### src/rtl/cpu_pkg.sv
// Shared encodings for the EX/MEM condition-code and branch logic.
// Branch types, ALU op classes and flag bit positions within {Z,N,C}.
// Pure declarations, no logic.
package cpu_pkg;

  localparam logic [2:0] BR_NONE = 3'd0;
  localparam logic [2:0] BR_JZ   = 3'd1;
  localparam logic [2:0] BR_JN   = 3'd2;
  localparam logic [2:0] BR_JC   = 3'd3;
  localparam logic [2:0] BR_JMP  = 3'd4;

  localparam logic [3:0] ALU_ADD = 4'd0;
  localparam logic [3:0] ALU_NOT = 4'd1;
  localparam logic [3:0] ALU_LDD = 4'd2;
  localparam logic [3:0] ALU_STD = 4'd3;

  localparam int FLG_Z = 2;
  localparam int FLG_N = 1;
  localparam int FLG_C = 0;

endpackage

### src/rtl/flag_save_stack.sv
// LIFO of flag snapshots used across interrupt entry / return.
// Push and pop take effect on the clock edge; top is combinational from storage.
// Push when full and pop when empty are silently dropped; stall is applied by the caller.
module flag_save_stack #(
  parameter int DEPTH = 2,
  parameter int WIDTH = 3
) (
  input  logic             clk,
  input  logic             rst,
  input  logic             push,
  input  logic             pop,
  input  logic [WIDTH-1:0] push_data,
  output logic [WIDTH-1:0] top,
  output logic             full,
  output logic             empty
);

  // Pointer carries one extra bit so full and empty are distinct without wrapping.
  localparam int PW = $clog2(DEPTH) + 1;
  localparam int IW = (DEPTH > 1) ? $clog2(DEPTH) : 1;

  logic [PW-1:0]    ptr;
  logic [PW-1:0]    ptr_m1;
  logic [WIDTH-1:0] mem [DEPTH];
  logic             do_push;
  logic             do_pop;

  assign full    = (ptr == PW'(DEPTH));
  assign empty   = (ptr == '0);
  assign do_push = push & ~full;
  assign do_pop  = pop & ~empty & ~do_push;
  assign ptr_m1  = ptr - PW'(1);
  assign top     = mem[ptr_m1[IW-1:0]];

  // Pointer moves up on push, down on pop; reset empties the stack.
  always_ff @(posedge clk) begin
    if (rst) begin
      ptr <= '0;
    end else if (do_push) begin
      ptr <= ptr + PW'(1);
    end else if (do_pop) begin
      ptr <= ptr_m1;
    end
  end

  // Storage needs no reset: entries above the pointer are never read.
  always_ff @(posedge clk) begin
    if (!rst && do_push) begin
      mem[ptr[IW-1:0]] <= push_data;
    end
  end

endmodule

### src/rtl/ccr_branch_unit.sv
// Condition-code register {Z,N,C} plus branch resolution and flag save stack.
// Flags update on the edge; branch taken/flush/pc appear one cycle after br_valid.
// stall freezes all state and forces the taken/flush pulse low so it never repeats.
module ccr_branch_unit
  import cpu_pkg::*;
#(
  parameter int N          = 16,
  parameter int SAVE_DEPTH = 2
) (
  input  logic         clk,
  input  logic         rst,
  input  logic         alu_carry,
  input  logic         alu_zero,
  input  logic         alu_neg,
  input  logic [3:0]   alu_op,
  input  logic         flag_wr_en,
  input  logic         setc,
  input  logic         clrc,
  input  logic         br_valid,
  input  logic [2:0]   br_type,
  input  logic [N-1:0] br_target,
  input  logic         stall,
  input  logic         int_save,
  input  logic         rti_restore,
  output logic [2:0]   flags_out,
  output logic         br_taken,
  output logic [N-1:0] br_pc,
  output logic         flush,
  output logic         save_full,
  output logic         save_empty
);

  logic [2:0] flags_q;
  logic [2:0] flags_nxt;
  logic [2:0] stack_top;
  logic       cond;
  logic       br_hit;
  logic       push;
  logic       pop;
  logic       restore_ok;

  assign flags_out = flags_q;
  assign flush     = br_taken;

  // Save wins over restore when both arrive together.
  assign push       = int_save & ~stall;
  assign pop        = rti_restore & ~int_save & ~stall;
  assign restore_ok = pop & ~save_empty;

  flag_save_stack #(
    .DEPTH (SAVE_DEPTH),
    .WIDTH (3)
  ) u_stack (
    .clk       (clk),
    .rst       (rst),
    .push      (push),
    .pop       (pop),
    .push_data (flags_q),
    .top       (stack_top),
    .full      (save_full),
    .empty     (save_empty)
  );

  // Branch condition from the registered flags only; reserved types never take.
  always_comb begin
    cond = 1'b0;
    case (br_type)
      BR_JZ:   cond = flags_q[FLG_Z];
      BR_JN:   cond = flags_q[FLG_N];
      BR_JC:   cond = flags_q[FLG_C];
      BR_JMP:  cond = 1'b1;
      default: cond = 1'b0;
    endcase
  end

  assign br_hit = br_valid & cond;

  // Next flags: sources applied lowest priority first so later ones override.
  always_comb begin
    flags_nxt = flags_q;
    if (flag_wr_en) begin
      case (alu_op)
        ALU_ADD: begin
          flags_nxt[FLG_Z] = alu_zero;
          flags_nxt[FLG_N] = alu_neg;
          flags_nxt[FLG_C] = alu_carry;
        end
        ALU_NOT, ALU_LDD: begin
          flags_nxt[FLG_Z] = alu_zero;
          flags_nxt[FLG_N] = alu_neg;
        end
        default: ;
      endcase
    end
    if (setc) begin
      flags_nxt[FLG_C] = 1'b1;
    end else if (clrc) begin
      flags_nxt[FLG_C] = 1'b0;
    end
    if (br_hit) begin
      case (br_type)
        BR_JZ:   flags_nxt[FLG_Z] = 1'b0;
        BR_JN:   flags_nxt[FLG_N] = 1'b0;
        BR_JC:   flags_nxt[FLG_C] = 1'b0;
        default: ;
      endcase
    end
    if (restore_ok) begin
      flags_nxt = stack_top;
    end
  end

  // Flag register and branch pulse; br_pc keeps its last redirect target.
  always_ff @(posedge clk) begin
    if (rst) begin
      flags_q  <= 3'b000;
      br_taken <= 1'b0;
      br_pc    <= '0;
    end else if (stall) begin
      br_taken <= 1'b0;
    end else begin
      flags_q  <= flags_nxt;
      br_taken <= br_hit;
      if (br_hit) begin
        br_pc <= br_target;
      end
    end
  end

endmodule
### config.mk
export PLATFORM = sky130hd
export DESIGN_NAME = ccr_branch_unit
export DESIGN_NICKNAME = d
export VERILOG_FILES = /design/src/rtl/cpu_pkg.sv /design/src/rtl/flag_save_stack.sv /design/src/rtl/ccr_branch_unit.sv
export SDC_FILE = /design/constraint.sdc
export NUM_CORES = 1
export LEC_CHECK = 0
export CAP_MARGIN = 20
export CORE_AREA = 2 2 60 62
export DETAILED_ROUTE_END_ITERATION = 7
export DIE_AREA = 0 0 62 64
export PLACE_DENSITY_LB_ADDON = 0.15
export SETUP_SLACK_MARGIN = 0.3
export SKIP_CTS_REPAIR_TIMING = 1
export SKIP_LAST_GASP = 1
export SYNTH_ARGS = -nofsm -noshare
export SYNTH_HDL_FRONTEND = slang
export SYNTH_SLANG_ARGS = --single-unit
export TNS_END_PERCENT = 10
### constraint.sdc
create_clock -name clk -period 4.05 [get_ports clk]
set_input_delay 0.6075 -clock clk [delete_from_list [all_inputs] [get_ports clk]]
set_output_delay 0.6075 -clock clk [all_outputs]
set_load 0.005 [all_outputs]
==> impl_results.md, run 1 <==
* Peak supply drop at 0.000196 V
* DR DRC count at 0
* Final hold violation count at 0
* Syn. warnings at 0
* Gp weighted congestion at roughly 0.78
* CTS max path bufs at 2
* CP startpoint kind: primary input
* Total CTS buffers at 3
* Leading cell types in the layout, fill and taps excluded: 57 x clkdlybuf4s50_1, 22 x dfxtp_1, 20 x mux2i_1
* Die Wd at 62 um
* Outcome: finished clean
* Top_reg_cell synth: dfxtp_1
* Wirelength per Cell at roughly 14 um
* Final setup skew at approximately 0.0063 ns
* DP HPWL at between 2 and 2.5 mm
* Setup CP Type: in2reg
* Hold wc startpoint: br_pc[7]$_SDFFE_PP0P_
* Largest net degree at the start of global routing at between 40 and 50
* Sequential fraction of the synthesis area at 0.421
* Initial antenna violation count at 0
* CTS clk-pin slew, worst paths at 0.13 ns
* Die area at a little under 0.004 sq mm
* Netlist cell types at 35
* Core area at between 0.003 and 0.004 sq mm
* Pwr Density at ~250 mW/mm^2
* CP arrival at ~2.6 ns
* Reg2reg end: br_pc[12]$_SDFFE_PP0P_
* Ant diodes at 0
* H-Tree Depth at 1
* RSZ-0062 raised after global routing: false
* Skew-Pair Late Insertion Delay at 0.32 ns
* ANT nets after route at 0
* Clock sinks at 28
* Syn Area/Cell at around 11 sq um
* Post-route cell area at approximately 0.0021 sq mm
* Max cap viols at 0
* Post-synth top area cell: dfxtp_1
* I/O Buffers at 57
* Cell area after synthesis at 0.00147 sq mm
* Slew @ Worst Pin at ~0.95 ns
* Number of global-route vias before repair at approximately 1,200
* TritonCTS clock tree: done
* R2R setup slack at about 2 ns
* Remaining Overflow, GRT at 0
* Syn nets at around 170
* Critical R2R Launch: flags_out[0]$_SDFFE_PP0N_
* I/O pin count at just under 60
* Critical Path RT at about 4.3 ns
* Placed Area at 0.00203 sq mm
* Row count at 21
* R2R depth at 4
* Share of cells above drive strength 1 at 0.147
* Final period demand of the worst path at 2.35 ns
* Clock Tree Root: clkbuf_4
* Final wirelength at 3.22 mm
* EDFF count, synth at 6
* Starting Density at 0.448
* Global Route Usage Sum at 0.175
* Setup TNS Final at 0 ns
* Hold WC Path Type: reg2reg
* Final number of setup-violating endpoints at 0
* Asr flop ratio synth at 0
* Area delta synth->final at 41.6%
* Most common cell after layout, fill and taps aside: clkdlybuf4s50_1
* Crit path max fanout at 17
* Crit end category: flip-flop
* Post-synth top area share at 0.299
* Hold path depth at 2
* First-pass GRT wire length at about 5.2 mm
* Static Leak at between 0.7 and 0.8 nW
* Die height at roughly 64 um
* Gate Count Post-Synth at ~140
* Fmax achieved at 425 MHz
* Synth Register Bits at 28
* Initial DRT Pass Iterations at 4
* Starting DRT DRC Count at around 50
* Final-report max-slew violation count at 0
* Top post-synthesis cells by area: dfxtp_1 30%, mux2i_1 14%, edfxtp_1 12%
* Vias/cell at 5.01
* Hold path endpoint: br_pc[7]$_SDFFE_PP0P_
* Final #Nets at 229
* Final period util at 0.580
* Slew HR at 0.364
* Via Count at about 1,200
-- layout make-up --
class,count,area [sq um]
fill,283,1200
clock buffer,4,26.3
multi-input combinational,96,764
timing repair buffer,58,598
inverter,5,18.8
tap,46,57.6
sequential,28,621
-- report_power, final --
part / leakage [nW] / switching [W] / internal (W)
Sequential: 0.234 / 0.00000759 / 0.000293
Clock: 0.0150 / 0.0000771 / 0.0000386
Combinational: 0.472 / 0.0000358 / 0.0000679
Total: 0.721 / 0.000120 / 0.000400
-- logic make-up after synthesis --
family | after synthesis | synth area share
AO/OA/AOI/OAI | 13 | 0.0629
XOR/XNOR | 1 | 0.00595
adder cells (fa/ha/maj) | 2 | 0.0170
buffers and inverters | 13 | 0.0595
flip-flops | 28 | 0.421
multiplexers | 23 | 0.159
AND/OR/NAND/NOR | 57 | 0.274
-- worst max-delay path by stage --
stage	from	end	slack, ns
3_5_place_dp	rst	u_stack.mem[1][0]$_DFFE_PP_	1.34
6_report	br_type[1]	br_pc[12]$_SDFFE_PP0P_	1.70
2_1_floorplan	br_type[1]	br_pc[0]$_SDFFE_PP0P_	2.40
5_1_grt	br_type[1]	br_pc[12]$_SDFFE_PP0P_	1.51
3_3_place_gp	rst	u_stack.mem[1][0]$_DFFE_PP_	1.46
4_1_cts	br_type[1]	br_pc[12]$_SDFFE_PP0P_	1.68
-- synth_stat cells, drive strengths merged (3+ instances only) --
cell / n
nor2: 4
inv: 5
or2b: 18
edfxtp: 6
dfxtp: 22
nor3b: 4
clkbuf: 4
nand2: 6
nand2b: 15
mux2i: 20
mux2: 3
buf: 4
-- worst max-delay path, stage by stage --
cell and delay [ns]:
clkdlybuf4s50_1 0.57, mux2i_1 0.10, nor3b_1 0.19, o311a_1 0.83, mux2i_1 0.29
-- stage by stage --
step / utilization / hold WS, ns / total power, W / setup slack, ns / instances
2_1_floorplan: - / 0.465 / 0.000353 / 2.40 / 137
4_1_cts: 0.627 / 0.487 / 0.000523 / 1.68 / 236
6_report: 0.635 / 0.483 / 0.000520 / 1.70 / 237
3_5_place_dp: 0.619 / 0.469 / 0.000408 / 1.34 / 232
5_1_grt: 0.635 / 0.519 / 0.000548 / 1.51 / 237
3_3_place_gp: 0.619 / 0.460 / 0.000405 / 1.46 / 232
-- routing by layer --
metal	vias to the layer above	part of all wire	GRT usage
met3	2	0.057	0.0506
li1	586	-	-
met5	-	0	0
met1	562	0.37	0.197
met2	37	0.56	0.307
met4	0	0.0075	0.0479
-- sequential cells by signal (all words and copies together), names as in the netlist --
signal	flops
u_stack.ptr	2
flags_out	3
u_stack.mem	6
br_taken	1
br_pc	16
(Power assumes the default switching activity.)
==> inputs of run 2 (changes only) <==
--- a/config.mk
+++ b/config.mk
@@ -6,9 +6,9 @@
 export NUM_CORES = 1
 export LEC_CHECK = 0
 export CAP_MARGIN = 20
-export CORE_AREA = 2 2 60 62
+export CORE_AREA = 2 2 65 67
 export DETAILED_ROUTE_END_ITERATION = 7
-export DIE_AREA = 0 0 62 64
+export DIE_AREA = 0 0 67 69
 export PLACE_DENSITY_LB_ADDON = 0.15
 export SETUP_SLACK_MARGIN = 0.3
 export SKIP_CTS_REPAIR_TIMING = 1
==> constraint.sdc (replaced) <==
create_clock -name clk -period 2.1 [get_ports clk]
set_input_delay 0.315 -clock clk [delete_from_list [all_inputs] [get_ports clk]]
set_output_delay 0.315 -clock clk [all_outputs]
set_load 0.005 [all_outputs]
==> run 2 against run 1 <==
Compared with the run above: first-iteration DRC count is 20% higher; critical path type is now reg2out; largest cell class unchanged; largest power group unchanged; worst setup slack got worse by 1.4 ns; clock skew barely moved; die area increased by 17%; via count shrank 0.84%.
==> impl_results.md, run 2 (synthesized netlist as in run 1, its figures left out) <==
* Outcome: finished clean
* Setup TNS Final at 0 ns
* Clock Tree Root: clkbuf_8
* Die area at 0.00462 sq mm
* CTS max path bufs at 2
* Fmax achieved at roughly 560 MHz
* Share of cells above drive strength 1 at 0.194
* Switch Pwr at roughly 0.00026 W
* Slew HR at 0.653
* Logic gate share of total power at 0.170
* Clock sinks at 28
* Pwr Density at between 500 and 600 mW/mm^2
* Row count at 23
* Setup CP Type: reg2out
* Area delta synth->final at 47.5%
* RSZ-0062 raised after global routing: true
* Hold wc startpoint: br_pc[6]$_SDFFE_PP0P_
* Die Wd at 67 um
* CTS clk-pin slew, worst paths at around 0.10 ns
* DP HPWL at roughly 2.5 mm
* Final wirelength at 3.33 mm
* Hold WC Path Type: reg2reg
* Pwr Total at 0.00121 W
* R2R depth at 5
* Initial DRT Pass Iterations at 4
* Max cap viols at 0
* Slew @ Worst Pin at a little over 0.5 ns
* Most common cell after layout, fill and taps aside: clkdlybuf4s50_1
* Crit path max fanout at 5
* Number of global-route vias before repair at about 1,200
* Skew-Pair Late Insertion Delay at about 0.27 ns
* Final number of setup-violating endpoints at 0
* Clk pwr share at 0.351
* Wirelength per Cell at around 14 um
* Die height at roughly 69 um
* Leading cell types in the layout, fill and taps excluded: 57 x clkdlybuf4s50_1, 21 x dfxtp_1, 20 x mux2i_1
* Initial antenna violation count at 0
* H-Tree Depth at 1
* Final #Nets at 234
* CP startpoint kind: flip-flop
* Final Util at 0.555
* TritonCTS clock tree: done
* Core area at a little under 0.004 sq mm
* Final-report max-slew violation count at 0
* Hold path endpoint: br_pc[6]$_SDFFE_PP0P_
* Sw frac at 0.213
* Final period util at 0.849
* Gp weighted congestion at approximately 0.80
* Starting Density at 0.376
* I/O pin count at 58
* Remaining Overflow, GRT at 0
* Final setup skew at approximately 0.0062 ns
* Reg2reg end: u_stack.mem[0][0]$_DFFE_PP_
* First-pass GRT wire length at ~5.5 mm
* DR DRC count at 0
* Hold path depth at 2
* Critical Path RT at between 1.5 and 2 ns
* CP arrival at 1.47 ns
* Largest net degree at the start of global routing at 35
* Static Leak at 0.761 nW
* Crit end category: output port
* Top reg by flops: br_pc
* Ant diodes at 0
* Largest register FFs at 16
* Starting DRT DRC Count at 59
* Pint at 0.000954 W
* Seq pwr share at 0.479
* Total CTS buffers at 3
* R2R setup slack at between 0.4 and 0.5 ns
* I/O Buffers at 57
* Critical R2R Launch: u_stack.ptr[0]$_SDFFE_PP0P_
* Global Route Usage Sum at 0.151
* Peak supply drop at 0.000301 V
* Final hold violation count at 0
* ANT nets after route at 0
* Via Count at approximately 1,200
* Vias/cell at roughly 4.8
* Final period demand of the worst path at roughly 1.8 ns
[run 2: changes by cell type in the layout (fill, tap and decap cells not counted), sizes merged]
| cell | change |
|---|---|
| buf | +5 |
| bufinv | +1 |
| clkbuf | -1 |
[run 2: layer usage]
layer | vias to the layer above | wire (um) | track usage
met4 | 0 | 14 | 0.0408
met1 | 552 | 1410 | 0.187
met5 | - | 0 | 0
met3 | 2 | 164 | 0.0310
met2 | 31 | 1740 | 0.260
li1 | 592 | - | -
[run 2: worst max path at each step]
stage / end / from / depth (start not counted)
4_1_cts: save_empty / u_stack.ptr[0]$_SDFFE_PP0P_ / 3
2_1_floorplan: flags_out[0]$_SDFFE_PP0N_ / u_stack.ptr[0]$_SDFFE_PP0P_ / 5
5_1_grt: save_empty / u_stack.ptr[0]$_SDFFE_PP0P_ / 3
6_report: save_empty / u_stack.ptr[0]$_SDFFE_PP0P_ / 3
3_5_place_dp: br_pc[2]$_SDFFE_PP0P_ / br_type[1] / 6
3_3_place_gp: br_pc[0]$_SDFFE_PP0P_ / br_type[1] / 6
[run 2: layout make-up]
| type | instances | area [sq um] |
|---|---|---|
| Sequential cell | 28 | 622 |
| Multi-Input combinational cell | 96 | 769 |
| Clock inverter | 1 | 30.0 |
| Tap cell | 50 | 62.6 |
| Inverter | 5 | 18.8 |
| Fill cell | 375 | 1740 |
| Clock buffer | 3 | 41.3 |
| Timing Repair Buffer | 63 | 628 |
[run 2: power by group through the flow]
stage          clock network (W)  registers, W  logic (W)
2_1_floorplan                  0      0.000588  0.0000930
3_3_place_gp                   0      0.000591   0.000198
3_5_place_dp                   0      0.000592   0.000203
4_1_cts                 0.000436      0.000580   0.000204
5_1_grt                 0.000454      0.000583   0.000224
6_report                0.000426      0.000581   0.000206
[run 2: through the flow]
| stage | setup slack, ns | cells | hold slack (ns) | instance area [sq um] |
|---|---|---|---|---|
| floorplan | 0.511 | 137 | 0.465 | 1470 |
| global placement | 0.109 | 241 | 0.458 | 2090 |
| detailed placement | 0.0206 | 241 | 0.475 | 2090 |
| CTS | 0.214 | 245 | 0.486 | 2160 |
| global route | 0.266 | 246 | 0.507 | 2170 |
| finish | 0.318 | 246 | 0.480 | 2170 |
[run 2: critical path, cell delays in order (launching register included)]
cell and delay [ns]:
dfxtp_2 0.37, inv_2 0.10, ha_2 0.21, clkdlybuf4s50_1 0.52
